[src/rtl/alu_multicycle.sv]
// alu_multicycle: multi-cycle ALU with a valid/ready handshake on both sides.
// Ops: ADD SUB AND NOT OR XOR LSL MUL. MUL is an iterative shift-add multiplier
// that consumes one bit of Bin per cycle.
// Optional macro ALU_CARRY_FLAG_EN: widens outFlag to {C,V,N,Z}; without it
// outFlag is {V,N,Z} and no carry register exists.
module alu_multicycle #(
  parameter int WIDTH = 16,
`ifdef ALU_CARRY_FLAG_EN
  localparam int FW = 4
`else
  localparam int FW = 3
`endif
) (
  input  logic             clk,
  input  logic             rst_n,
  input  logic             in_valid,
  output logic             in_ready,
  input  logic [WIDTH-1:0] Ain,
  input  logic [WIDTH-1:0] Bin,
  input  logic [2:0]       ALUop,
  output logic             out_valid,
  input  logic             out_ready,
  output logic [WIDTH-1:0] out,
  output logic [FW-1:0]    outFlag
);
  localparam int SHW  = $clog2(WIDTH);
  localparam int CNTW = SHW + 1;

  localparam logic [2:0] OP_ADD = 3'b000, OP_SUB = 3'b001, OP_AND = 3'b010,
                         OP_NOT = 3'b011, OP_OR  = 3'b100, OP_XOR = 3'b101,
                         OP_LSL = 3'b110, OP_MUL = 3'b111;

  typedef enum logic [1:0] {S_IDLE, S_EXEC, S_MUL, S_DONE} state_t;
  state_t r_state, w_next;

  logic [WIDTH-1:0]   r_a, r_b, r_out;
  logic [2:0]         r_op;
  logic [2*WIDTH-1:0] r_acc, r_mcand;
  logic [CNTW-1:0]    r_cnt;
  logic               r_v, r_n, r_z;
`ifdef ALU_CARRY_FLAG_EN
  logic               r_c;
`endif

  logic               w_accept, w_mul_last, w_fin;
  logic [WIDTH-1:0]   w_bop, w_res;
  logic [WIDTH:0]     w_sum;
  logic               w_c, w_v;

  assign in_ready   = (r_state == S_IDLE);
  assign out_valid  = (r_state == S_DONE);
  assign w_accept   = in_valid & in_ready;
  assign w_mul_last = (r_cnt == CNTW'(WIDTH));
  // Result and flags are written once: at the end of EXEC, or after the last MUL bit.
  assign w_fin      = (r_state == S_EXEC) | ((r_state == S_MUL) & w_mul_last);

  // State register; reset aborts any operation in flight.
  always_ff @(posedge clk or negedge rst_n) begin
    if (!rst_n) r_state <= S_IDLE;
    else        r_state <= w_next;
  end

  // Next-state logic; the unused encoding space falls back to IDLE.
  always_comb begin
    w_next = S_IDLE;
    case (r_state)
      S_IDLE: begin
        w_next = S_IDLE;
        if (in_valid) w_next = (ALUop == OP_MUL) ? S_MUL : S_EXEC;
      end
      S_EXEC: w_next = S_DONE;
      S_MUL:  w_next = w_mul_last ? S_DONE : S_MUL;
      S_DONE: w_next = out_ready ? S_IDLE : S_DONE;
      default: w_next = S_IDLE;
    endcase
  end

  // Shared adder: SUB is A + ~B + 1, so the carry out is the not-borrow.
  always_comb begin
    w_bop = (r_op == OP_SUB) ? ~r_b : r_b;
    w_sum = {1'b0, r_a} + {1'b0, w_bop} + {{WIDTH{1'b0}}, (r_op == OP_SUB)};
    w_res = '0;
    w_c   = 1'b0;
    w_v   = 1'b0;
    case (r_op)
      OP_ADD, OP_SUB: begin
        w_res = w_sum[WIDTH-1:0];
        w_c   = w_sum[WIDTH];
        // carry into MSB xor carry out of MSB
        w_v   = (r_a[WIDTH-1] ^ w_bop[WIDTH-1] ^ w_sum[WIDTH-1]) ^ w_sum[WIDTH];
      end
      OP_AND: w_res = r_a & r_b;
      OP_NOT: w_res = ~r_b;
      OP_OR:  w_res = r_a | r_b;
      OP_XOR: w_res = r_a ^ r_b;
      OP_LSL: w_res = r_a << r_b[SHW-1:0];
      OP_MUL: begin
        w_res = r_acc[WIDTH-1:0];
        w_v   = |r_acc[2*WIDTH-1:WIDTH];
      end
      default: w_res = '0;
    endcase
  end

  // Operand capture on accept and the shift-add multiply iteration.
  always_ff @(posedge clk or negedge rst_n) begin
    if (!rst_n) begin
      r_a     <= '0;
      r_b     <= '0;
      r_op    <= OP_ADD;
      r_acc   <= '0;
      r_mcand <= '0;
      r_cnt   <= '0;
    end else if (w_accept) begin
      r_a     <= Ain;
      r_b     <= Bin;
      r_op    <= ALUop;
      r_acc   <= '0;
      r_mcand <= {{WIDTH{1'b0}}, Ain};
      r_cnt   <= '0;
    end else if ((r_state == S_MUL) && !w_mul_last) begin
      if (r_b[0]) r_acc <= r_acc + r_mcand;
      r_mcand <= r_mcand << 1;
      r_b     <= r_b >> 1;
      r_cnt   <= r_cnt + 1'b1;
    end
  end

  // Result/flag registers; they hold through DONE and after the result is consumed.
  always_ff @(posedge clk or negedge rst_n) begin
    if (!rst_n) begin
      r_out <= '0;
      r_v   <= 1'b0;
      r_n   <= 1'b0;
      r_z   <= 1'b0;
`ifdef ALU_CARRY_FLAG_EN
      r_c   <= 1'b0;
`endif
    end else if (w_fin) begin
      r_out <= w_res;
      r_v   <= w_v;
      r_n   <= w_res[WIDTH-1];
      r_z   <= (w_res == '0);
`ifdef ALU_CARRY_FLAG_EN
      r_c   <= w_c;
`endif
    end
  end

  assign out = r_out;
`ifdef ALU_CARRY_FLAG_EN
  assign outFlag = {r_c, r_v, r_n, r_z};
`else
  assign outFlag = {r_v, r_n, r_z};
  logic w_unused_c;
  assign w_unused_c = w_c;
`endif

endmodule
[config.mk]
export PLATFORM = sky130hd
export DESIGN_NAME = alu_multicycle
export DESIGN_NICKNAME = d
export VERILOG_FILES = /design/src/rtl/alu_multicycle.sv
export SDC_FILE = /design/constraint.sdc
export NUM_CORES = 1
export LEC_CHECK = 0
export CAP_MARGIN = 20
export CORE_MARGIN = 2
export CORE_UTILIZATION = 50
export CTS_CLUSTER_DIAMETER = 60
export DETAILED_ROUTE_END_ITERATION = 10
export DONT_BUFFER_PORTS = 1
export GPL_TIMING_DRIVEN = 0
export PLACE_DENSITY = 0.77
export SLEW_MARGIN = 20
export SYNTH_ARGS = -nofsm -noshare
export SYNTH_HDL_FRONTEND = slang
export SYNTH_SLANG_ARGS = --single-unit
[constraint.sdc]
create_clock -name clk -period 3.8 [get_ports clk]
set_clock_uncertainty 0.1 [all_clocks]
set_input_delay 1.14 -clock clk [delete_from_list [all_inputs] [get_ports clk]]
set_output_delay 1.14 -clock clk [all_outputs]
set_load 0.01 [all_outputs]
==> Word-level counts from Yosys, hierarchy flattened <==
Cells that the tools add are included.
W data, S select, Z words.
{ "totals": {"regBits": 125, "elab_cells": 65} }
{ "op_classes": {"add_sub_neg": 4, "n_eq_ne": 12, "shift": 1, "n_mux": 17, "n_bitwise": 10, "n_reduce_logical": 10} }
{ "op_table": {"columns": ["op", "n"], "rows": [
  ["$mux W32", 5],
  ["$pmux W16 S7", 1],
  ["$mux W16", 3],
  ["$add A32 B32 Y32", 1],
  ["$add A16 B16 Y17", 1],
  ["$add A17 B1 Y17", 1],
  ["$and A16 B16 Y16", 1],
  ["$logic_not A16 Y1", 1],
  ["$not A16 Y16", 1],
  ["$or A16 B16 Y16", 1],
  ["$reduce_or A16 Y1", 1],
  ["$shl A16 B4 Y16", 1],
  ["$xor A16 B16 Y16", 1],
  ["$eq A3 B3 Y1 const B", 5],
  ["$mux W5", 2],
  ["$pmux W2 S4", 1],
  ["$eq A3 B2 Y1 const B", 2],
  ["$mux W2", 3],
  ["$add A5 B1 Y5 const B", 1],
  ["$eq A5 B5 Y1 const B", 1],
  ["$eq A2 B2 Y1 const B", 2],
  ["$reduce_bool A2 Y1", 2],
  ["$eq A3 B1 Y1 const B", 1],
  ["$logic_not A3 Y1", 1],
  ["other kinds (11)", 14]
]} }

==> Logic depth before layout (Yosys ltp) <==
{ "depth": {"ltp_word": 7, "depth_mapped": 15, "mapped_depth_nobuf": 13} }

==> Worst setup path after synthesis <==
No wires, ideal clock.
{ "synth_path": {"path_kind": "reg2reg", "from": "reg r_op[1]", "to": "reg r_z", "setup_ns": 0.124, "arrival_ns": 3.430, "setup_slack_ns": 0.145, "stages_incl_launch_ff": 15, "period_less_slack_ns": 3.655, "path_cell_list": "dfrtp_1 or3b_1 buf_6 buf_1 xnor2_1 ha_1 or4_1 o21ai_0 a21oi_1 a41o_1 mux2_2 o221ai_1 and3b_1 nand4_1 o21ai_1"} }
{ "synth_via": {"elab_chain_cells": 6} }
{ "synth_rtl": {"columns": ["element", "line_no", "text"], "rows": [
  ["start, declared", "37", "logic [2:0] r_op;"],
  ["start signal, assigned", "117", "r_op <= ALUop;"],
  ["$eq A3 B1 Y1", null, null],
  ["$mux W16", "80", "w_bop = (r_op == OP_SUB) ? ~r_b : r_b;"],
  ["$add A16 B16 Y17", "81", "w_sum = {1'b0, r_a} + {1'b0, w_bop} + {{WIDTH{1'b0}}, (r_op == OP_SUB)};"],
  ["$add A17 B1 Y17", "81", null],
  ["$pmux W16 S7 (*)", "85", "case (r_op)"],
  ["$logic_not A16 Y1 (*)", "143", "r_z <= (w_res == '0);"],
  ["end signal, assigned", "143", null],
  ["end, declared", "40", "logic r_v, r_n, r_z;"]
]} }
Mark *: on every way between the ends. The rest lies on a longest branch, timed or not.
A chain may end at the register's enable or synchronous reset.

==> Final worst setup path <==
Ends and elaborated chain as after synthesis.

==> summary.md <==
| Metric | Value |
|---|---|
| Status | `complete, no violations` |
| Clock tree buffer depth | `2` |
| Number of global-route vias before repair | `approximately 8,400` |
| Combined area of all synthesized cells | `9540 µm²` |
| Proportion of netlist area held by the largest area contributor | `0.325` |
| Pin count of the biggest net entering global routing | `125` |
| Number of top-level pins | `60` |
| Routability congestion estimate | `slightly below 1` |
| Capturing element type of the critical path | `register` |
| Die boundary height | `between 100 and 150 µm` |
| Floorplan core area | `around 19,000 µm²` |
| Final count of hold timing violations | `0` |
| Library cell with the largest summed area after synthesis | `dfrtp_1` |
| Overflow left after global routing | `0` |
| Most used standard cell by instance count after synthesis | `nand2_1` |
| Warnings, synthesis | `0` |
| Number of buffers inserted by hold repair at cts | `0` |
| Fraction of layout cells with a size suffix above 1 | `0.0817` |
| Horizontal extent of the die | `142 µm` |
| Most common library cells after synthesis | `nand2_1 (156), dfrtp_1 (124), o21ai_0 (103)` |
| Critical path fanouts, max | `10` |
| Critical path arrival | `3.92 ns` |
| Total die area | `20,200 µm²` |
| Initial antenna violation count | `0` |
| Crit path max-delay family | `simple AND/OR/NAND/NOR gates` |
| Most used cell, CP | `buf_6` |
| Insertion delay of the later-clocked pin in the worst-skew pair | `0.44 ns` |
| Async SR Flop Fraction | `1.00` |
| Post-place instance area | `roughly 9800 µm²` |
| Total DRC errors in the routed layout | `0` |
| Count of buffers inserted at the top-level ports | `0` |
| Clock slew at the register clock pins of the worst setup and hold paths | `0.07 ns` |
| Max-slew violation count | `0` |
| Cts bufs inserted | `17` |
| Post-Place Setup Slack | `-0.413 ns` |
| Most common flop cell mapped by yosys | `dfrtp_1` |
| Dominant cells by area after synthesis | `dfrtp_1 (33%), ha_1 (11%), nand2_1 (6.1%)` |
| Standard-cell row count | `50` |
| Number of instances in the synthesized netlist | `1,128` |
| Final setup violation count | `0` |
| Distinct cells, synth | `77` |
| Avg Inst Size Synth | `8.46 µm²` |
| Post-synth EDFFs | `0` |
| Post-route ant nets | `0` |
| Post-route design area | `10,700 µm²` |
| Via density per instance | `6.34` |
| Placed Instances | `between 1,000 and 1,500` |
| Nets in the synthesized netlist | `1,252` |
| Headroom to the max-slew limit | `0.486` |
| Nets@finish | `1,274` |
| Layout overhead on the synthesized area | `12.2%` |
| Buffering stage count on the worst path with inverters included | `2` |
| Htree depth | `4` |
| Sinks on the clock net | `approximately 120` |
| CP cell instances | `or3b_1 -> buf_6 -> buf_6 -> xnor2_2 -> ha_2 -> or4_1 -> o21ai_2 -> a21oi_4 -> a41o_1 -> mux2_2 -> o221ai_4 -> and3b_1 -> nand4_1 -> o21ai_1` |
| CTS tree | `built` |
| Standard cell with the maximum stage delay on the critical path | `or4_1` |
| Largest stage delay, worst path | `0.52 ns` |
| Maximum operating frequency | `270 MHz` |
| Launching element type of the critical path | `register` |
| Starting Density | `0.510` |
| Worst-case hold slack | `0.302 ns` |
| Routed vias | `8,860` |
| Final critical-path share of the clock period | `0.974` |
| DRC violation total after the first TritonRoute iteration | `1,099` |
| Wire length of the first global-routing pass | `45,500 µm` |
| Average wire length per cell after detail routing | `about 21 µm` |
| Data required time of the worst path | `4.02 ns` |
| Filler cells | `1,641` |
| GRT Resource Usage Total | `0.293` |
| Worst Max-Slew Pin Slew | `0.772 ns` |
| Final Non-Filler Cells | `1,397` |
| Iteration count of the initial detailed-routing pass | `9` |
| Antenna cells | `0` |
| Half-perimeter wire length after detailed placement | `21,600 µm` |
| Max-cap violations | `0` |
| WS Path Type | `register to register` |
| Fin worst setup slack | `between 0.09 and 0.1 ns` |
| Class of the tightest hold or removal check | `primary input to async pin` |
| Post-synthesis sequential area ratio | `0.325` |
| Root Buffer | `clkbuf_16` |
| Tmin final | `3.70 ns` |
| Total of flip-flops plus latches after synthesis | `124` |
| Detailed Route WL | `approximately 29,000 µm` |
-- through the flow --
step                       util  TNS [ns]
after floorplan               -         0
after CTS                 0.565         0
after global routing      0.572   -0.0209
after detailed placement  0.526     -1.44
final                     0.572         0
after global placement    0.526     -1.35
-- kinds of logic after synthesis --
group                      share of synthesized area
and+or+nand+nor                                0.172
AOI/OAI and AO/OA                              0.218
DFF                                            0.325
buffers and inverters                         0.0522
adders and majority gates                      0.113
muxes                                         0.0716
xor gates and xnor gates                      0.0477
-- metal layers --
layer | vias up | part of all wire | global-route usage
met1 | 4270 | 0.42 | 0.383
met5 | - | 0 | 0
met3 | 88 | 0.079 | 0.0609
met2 | 389 | 0.45 | 0.455
li1 | 4113 | - | -
met4 | 0 | 0.053 | 0.161
-- sequential cells by signal, indices dropped and copies added (netlist names) --
name,cells
r_acc,32
r_cnt,5
r_b,16
r_a,16
r_v,1
r_state,2
out,16
r_mcand,32
r_op,3
r_z,1
-- layout by cell type, fill, tap and decap left out, types with 7 or more instances in the layout --
cell       netlist  layout
a211oi_1         8       7
a21o_1          15      14
a21oi_1         78      74
a31oi_1         29      29
and2_1           7       7
and3_1           7       7
buf_1           11      10
buf_2            8       7
buf_4            5       9
clkbuf_1        40      39
clkbuf_16        0      17
dfrtp_1        124     124
ha_1            83      82
inv_1           52      52
mux2_2          10      10
mux2i_1         39      39
mux4_2           8       8
nand2_1        156     156
nand2b_1        12      12
nand3_1         47      47
nand4_1          7       7
nor2_1          73      73
nor2b_1         10       9
nor3_1          15      15
o211ai_1        10      10
o21ai_0        103     100
o31ai_1         13      11
xnor2_1         33      32
xor2_1          19      19
-- final cells by class --
cell class                      instances  area (µm²)  area share
Multi-Input combinational cell        883        6080       0.568
Sequential cell                       124        3100       0.290
Clock buffer                           18         439      0.0410
Buffer                                 66         303      0.0283
Tap cell                              234         293      0.0273
Clock inverter                         14         255      0.0238
Inverter                               55         206      0.0193
Timing Repair Buffer                    3        22.5     0.00210
-- final timing paths --
check / startpoint / end / slack [ns] / cells after the start
hold reg to reg: r_acc[31] / r_acc[31] / 0.41 / 1
hold / removal: rst_n / out[10] / 0.30 / 0
setup reg to reg: r_op[1] / r_z / 0.1 / 14
min in group clk: r_acc[31] / r_acc[31] / 0.41 / 1
setup / recovery: r_op[1] / r_z / 0.1 / 14
max in group asynchronous: rst_n / r_b[1] / 2.96 / 0
-- what timing repair did --
| item | in CTS | in global routing |
|---|---|---|
| pin swaps | 1 | 5 |
| setup endpoints to repair | 6 | 3 |
| setup buffers | 1 | 2 |
| endpoints found under the hold margin | 0 | 0 |
| gates resized for setup | 8 | 26 |
Power is not shown: default switching activity piles up to over one toggle a cycle in this logic, so the estimate is an artifact.
